`src/rtl/icache_direct.sv`:
```
// Direct-mapped, one-word-per-block instruction cache for the datapath fetch port.
// Misses are filled from the memory controller over an iREN/iwait handshake.
module icache_direct #(
    parameter int unsigned NSETS = 16
) (
    input  logic        CLK,
    input  logic        nRST,
    input  logic        imemREN,
    input  logic [31:0] imemaddr,
    output logic        ihit,
    output logic [31:0] imemload,
    output logic        iREN,
    output logic [31:0] iaddr,
    input  logic        iwait,
    input  logic [31:0] iload,
    output logic [31:0] hit_count,
    output logic [31:0] miss_count
);
    localparam int unsigned IW   = $clog2(NSETS);
    localparam int unsigned TAGW = 30 - IW;

    typedef enum logic {
        IDLE,
        FETCH
    } state_t;

    state_t state, next_state;

    logic [NSETS-1:0] valid;
    logic [TAGW-1:0]  tag_mem  [NSETS];
    logic [31:0]      data_mem [NSETS];

    logic [31:2]      miss_addr;
    logic [IW-1:0]    idx;
    logic [TAGW-1:0]  tag;
    logic [IW-1:0]    fill_idx;
    logic [TAGW-1:0]  fill_tag;
    logic             hit;
    logic             miss_start;
    logic             fill_done;
    logic             unused_byte_offset;

    assign idx                = imemaddr[2+IW-1:2];
    assign tag                = imemaddr[31:2+IW];
    assign fill_idx           = miss_addr[2+IW-1:2];
    assign fill_tag           = miss_addr[31:2+IW];
    assign unused_byte_offset = ^imemaddr[1:0];

    assign hit        = (state == IDLE) && imemREN && valid[idx] && (tag_mem[idx] == tag);
    assign miss_start = (state == IDLE) && imemREN && !hit;
    assign fill_done  = (state == FETCH) && !iwait;

    assign ihit     = hit;
    assign imemload = hit ? data_mem[idx] : '0;
    // Memory-side outputs depend only on registered state, never on imemaddr.
    assign iREN     = (state == FETCH);
    assign iaddr    = (state == FETCH) ? {miss_addr, 2'b00} : '0;

    always_comb begin
        next_state = state;
        case (state)
            IDLE:    if (miss_start) next_state = FETCH;
            FETCH:   if (!iwait) next_state = IDLE;
            default: next_state = IDLE;
        endcase
    end

    always_ff @(posedge CLK or negedge nRST) begin
        if (!nRST) begin
            state      <= IDLE;
            valid      <= '0;
            miss_addr  <= '0;
            hit_count  <= '0;
            miss_count <= '0;
        end else begin
            state <= next_state;
            if (miss_start) begin
                miss_addr <= imemaddr[31:2];
                if (miss_count != '1) miss_count <= miss_count + 32'd1;
            end
            if (hit && hit_count != '1) hit_count <= hit_count + 32'd1;
            if (fill_done) valid[fill_idx] <= 1'b1;
        end
    end

    // Tag and data arrays carry no reset; valid bits alone qualify them.
    always_ff @(posedge CLK) begin
        if (fill_done) begin
            tag_mem[fill_idx]  <= fill_tag;
            data_mem[fill_idx] <= iload;
        end
    end

endmodule
```
`config.mk`:
```
export PLATFORM = sky130hd
export DESIGN_NAME = icache_direct
export DESIGN_NICKNAME = d
export VERILOG_FILES = /design/src/rtl/icache_direct.sv
export SDC_FILE = /design/constraint.sdc
export NUM_CORES = 1
export LEC_CHECK = 0
export BUFFER_PORTS_ARGS = -buffer_cell sky130_fd_sc_hd__buf_2
export CORE_MARGIN = 4
export CORE_UTILIZATION = 25
export CTS_BUF_LIST = sky130_fd_sc_hd__clkbuf_8
export CTS_CLUSTER_DIAMETER = 150
export DETAILED_ROUTE_END_ITERATION = 12
export PLACE_DENSITY = 0.53
export SYNTH_ARGS = -nofsm -noshare
export SYNTH_HDL_FRONTEND = slang
export SYNTH_SLANG_ARGS = --single-unit
```
`constraint.sdc`:
```
create_clock -name CLK -period 5.27 [get_ports CLK]
set_input_delay 0 -clock CLK [delete_from_list [all_inputs] [get_ports CLK]]
set_output_delay 0 -clock CLK [all_outputs]
set_load 0.005 [all_outputs]
```
# --- Word level (Yosys, flattened, before mapping) ---
# Memories as Yosys holds them, arrays and structs flattened.
# Cells that the tools add are included.
word_totals:
  in_bits: 68
  latchBits: 0
  ramBits: 928
  ff_bits: 111
  romBits: 0
  out_inout_bits: 130
  memories: 2
  wordCells: 38
classes:
  n_mux: 11
  n_addsub: 2
  magnitude_cmp: 3
  n_eq_ne: 3
  shift: 0
  reduce_logical: 10
  bitwise_logic: 2
  div_mod_pow: 0
  n_mul: 0
mem_list:
  columns: ["memory", "words", "word_bits", "rd", "rd_ports_with_merged_regs", "write_ports", "line", "text"]
  rows:
  - ["data_mem", 16, 32, 1, 0, 1, "31", "logic [31:0] data_mem [NSETS];"]
  - ["tag_mem", 16, 26, 1, 0, 1, "30", "logic [TAGW-1:0] tag_mem [NSETS];"]
ops:
  columns: ["cell", "count"]
  rows:
  - ["$add 32x1->32 const B", 2]
  - ["$mux 32", 2]
  - ["$ne 32x32->1 const B", 2]
  - ["$eq 26x26->1", 1]
  - ["$or 16x16->16", 1]
  - ["$lt 4x5->1 const B", 2]
  - ["$logic_and 1x1->1", 7]
  - ["$mux 1", 6]
  - ["$bmux 1 s4", 1]
  - ["$demux 1 s4", 1]
  - ["$ge 4x1->1 const B", 1]
  - ["$logic_not 1->1", 2]
  - ["$pmux 1 s2", 1]
  - ["$reduce_and 2->1", 1]
  - ["$not 1->1", 1]

# --- Longest topological paths before layout ---
depth:
  depth_word: 8
  depth_mapped: 15
  ltp_nobuf: 9

# --- Worst setup path before layout ---
# No wires, ideal clock.
synth_timing:
  path_type: "reg2reg"
  start: "register state, in the netlist iREN"
  end: "register valid[0]"
  slack_ns: -0.155
  arrival_ns: 5.336
  t_required_ns: 5.181
  setup_ns: 0.089
  path_buffers: 0
  stages_incl_launch_ff: 5
  synth_period_minus_slack_ns: 5.425
  path_cell_list: "dfrtp_1 nand2b_1 or3_1 nor3_1 or2_2"
synth_between:
  elab_chain_cells: 1
synth_rtl:
  columns: ["item", "line", "text"]
  rows:
  - ["start: declaration", "27", "state_t state, next_state;"]
  - ["start signal: assignment", "76", "state <= next_state;"]
  - ["$logic_and 1x1->1", "51", "assign fill_done = (state == FETCH) && !iwait;"]
  - ["end signal: assignment", "71", "valid <= '0;"]
  - ["end signal: indexed assignment", "82", "if (fill_done) valid[fill_idx] <= 1'b1;"]
  - ["end: declaration", "29", "logic [NSETS-1:0] valid;"]
# No other way between the ends.
# A chain may end at the register's enable or synchronous reset.

# --- Final worst setup path ---
layout_timing:
  start: "input imemaddr[4]"
  end: "output imemload[30]"
layout_between:
  elab_chain_cells: 5
  elab_cells_between_ends: 8
  cone_classes: "1 x eq/ne; 3 x mux; 2 x reduce/logical; 2 x memory"
layout_rtl:
  columns: ["item", "line", "text"]
  rows:
  - ["start: declaration", "9", "input logic [31:0] imemaddr,"]
  - ["parallel branches: the longest is 4 deep, another holds $mem_v2 16x26", null, null]
  - ["$mux 32 (*)", "54", "assign imemload = hit ? data_mem[idx] : '0;"]
  - ["end: declaration", "11", "output logic [31:0] imemload,"]
# Mark *: on every way between the ends. The select of a mux whose other input is x is not followed.

==> metrics.txt <==
Die Wd 413 um; Ports 198; commonest non-fill, non-tap cell in the layout edfxtp_1; RSZ-0062 raised after global routing no; Inserted Clock Buffers 168; CTS sink count 1039; Total Power 17.5 mW; Yosys top cell area share 68.0%; reg2reg setup slack 1.19 ns; Area after DPL 44900 sq um; Worst Clk Skew 0.0407 ns; achievable frequency 0.219 GHz; Clock Power Share 36.2%; Gates resized, CTS repair 0; first-pass iteration count of the detailed router 5; leading area contributor after synthesis edfxtp_1; post-synthesis cell count 1950; placed cell count 4270; peak supply drop 0.227 mV; Synth area leaders edfxtp_1 (68%), mux4_2 (14%), dfrtp_1 (6.8%); sequential power share 56.1%; CP Capture Type output pin; Arr. time, crit path 4.56 ns; Routed Antenna Nets 0; WL per Instance 23.1 um; H-tree depth 4; worst min path class in2reg; Worst-Skew Late Latency 0.87 ns; vias in the first global route 21700; buffers added on ports 193; Final GP Congestion 0.724; critical path fanouts, max 50; Chip Height 413 um; crit path kind in2out; EDFF count, synth 928; die area 171000 sq um; CTS max path bufs 3; final critical-path required period 4.56 ns; clock-pin slew on the worst setup and hold paths 0.05 ns; antenna violations before repair 17; initial drt markers 1602; CTS tree yes; cells on worst reg2reg path 8; Sum Neg Setup Slack 0 ns; vias 20700; register area share after synthesis 74.7%; largest net degree at the start of global routing 68; Internal 13.2 mW; Initial Utilization 25.2%; WL final 108000 um; Hold Crit Depth 3; WP data required 5.27 ns; distinct cell type count after synthesis 54; first-pass GRT wire length 157000 um; Root Buffer clkbuf_8; design area 49100 sq um; Fin Hold WS 0.0944 ns; # DRC 0; Leakage Power 16.7 nW; Worst Max-Slew Pin Slew 1.13 ns; switching fraction of total power 24.7%; MaxCap Viol Count 0; GRT Util Overall 12.7%; Yosys reg bits 1039; combinational power share 7.7%; Top FF cell, synth edfxtp_1; nets 2445; Setup violations, final 0; Area Overhead vs Synth 19.7%; global route total overflow 0; Slew Limit Fails 0; Switch Pwr 4.33 mW; final std cells w/o fill 4694; Syn Area/Cell 21.0 sq um; hpwl dp 58600 um; Via density 4.42; relative slew slack 24.4%; ys async rst share 10.7%; # rows 148; Synth Cell Area 41000 sq um; status complete, no violations; Synth Warn # 0; Final Hold Viols 0; Core Box Area 163000 sq um; layout cell share with drive strength beyond 1 31.4%; pwr dens 357 nW/um^2; period utilisation layout 86.6%; most frequent cells in the layout edfxtp_1 (928), mux4_2 (260), buf_2 (188), clkbuf_8 (172), dfrtp_1 (110); CP Launch Type primary input
-- worst max-delay path, stage by stage --
cell	delay, ns
dlygate4sd3_1	0.58
clkbuf_8	0.54
buf_4	0.43
mux4_2	0.35
mux4_2	0.48
xnor2_1	0.24
nand4_1	0.36
nor4b_4	0.51
buf_4	0.48
and3_1	0.32
buf_2	0.14
-- what timing repair did --
action                                 4_1_cts  5_1_grt
buffers inserted                             0        0
endpoints found under the hold margin      670        0
hold buffers                               110        0
-- synthesized netlist by cell type, types with 4 or more instances --
cell type,count
nand2b_1,6
and4_1,5
nand4_1,23
or2_2,18
nand2_1,36
nor2_1,39
nor4_2,4
mux2i_1,56
nor3_1,12
and3_1,51
a21oi_1,4
mux2_2,36
mux4_2,260
buf_1,19
nor4_1,11
xnor2_1,57
a22oi_1,11
xor2_1,34
a22o_1,6
inv_1,10
buf_2,25
buf_4,7
clkbuf_1,40
edfxtp_1,928
nor2b_1,12
buf_6,5
dfrtp_1,111
nand3_1,41
and2_1,37
nor3_2,5
-- power groups by stage --
stage                     Clock, mW  Sequential (mW)  Combinational, mW
after floorplan                   0             9.85              0.773
after global placement            0             9.98               1.30
after detailed placement          0             10.0               1.30
after CTS                      6.57             9.83               1.39
after global routing           6.99             9.88               1.47
final                          6.35             9.83               1.35
-- final cells by class --
type	count	area [sq um]
antenna	7	17.5
sequential	1039	30600
multi-input combinational	804	9980
clock inverter	136	663
fill	16000	114000
inverter	10	40.0
clock buffer	171	2350
timing repair buffer	352	2680
tap	2175	2720
-- cell families (layout without fill, tap and decap cells) --
| kind of cell | Yosys count | count (layout) | share of synthesized area [%] |
|---|---|---|---|
| flip-flops | 1039 | 1039 | 74.7 |
| multiplexers | 352 | 352 | 16.6 |
| AND/OR/NAND/NOR | 320 | 320 | 4.65 |
| buffers and inverters | 108 | 669 | 1.30 |
| XOR/XNOR | 91 | 91 | 1.94 |
| AO/OA/AOI/OAI | 37 | 37 | 0.677 |
| adder cells (fa/ha/maj) | 2 | 2 | 0.0610 |
| other | 1 | 9 | 0.00914 |
-- registers in the layout, summed over array words and instances (netlist names) --
name and flops:
miss_count 32, tag_mem 416, iREN 1, miss_addr 30, valid 16, hit_count 32, data_mem 512
-- metal layers --
| layer | routed length (um) | up-vias | track usage [%] |
|---|---|---|---|
| li1 | - | 8911 | - |
| met1 | 47400 | 11100 | 16.9 |
| met2 | 52700 | 591 | 20.8 |
| met3 | 5850 | 159 | 2.49 |
| met4 | 2470 | 0 | 4.16 |
| met5 | 0 | - | 0 |
-- stage by stage --
step	setup WS (ns)	util, %
floorplan	0.0371	-
global placement	0.863	27.6
detailed placement	0.892	27.6
CTS	0.535	30.1
global route	0.426	30.1
finish	0.706	30.1
-- path summary, 6_finish.rpt --
path | start | endpoint
setup / recovery | imemaddr[4] | imemload[30]
min in group asynchronous | nRST | valid[8]$_DFFE_PN0P_
hold reg to reg | valid[10]$_DFFE_PN0P_ | valid[10]$_DFFE_PN0P_
max in group asynchronous | nRST | miss_count[5]$_DFFE_PN0P_
setup reg to reg | tag_mem[11][5]$_DFFE_PP_ | miss_addr[17]$_DFFE_PN0P_
hold / removal | imemaddr[31] | miss_addr[31]$_DFFE_PN0P_
No activity file was read; power rests on OpenSTA's default activity.
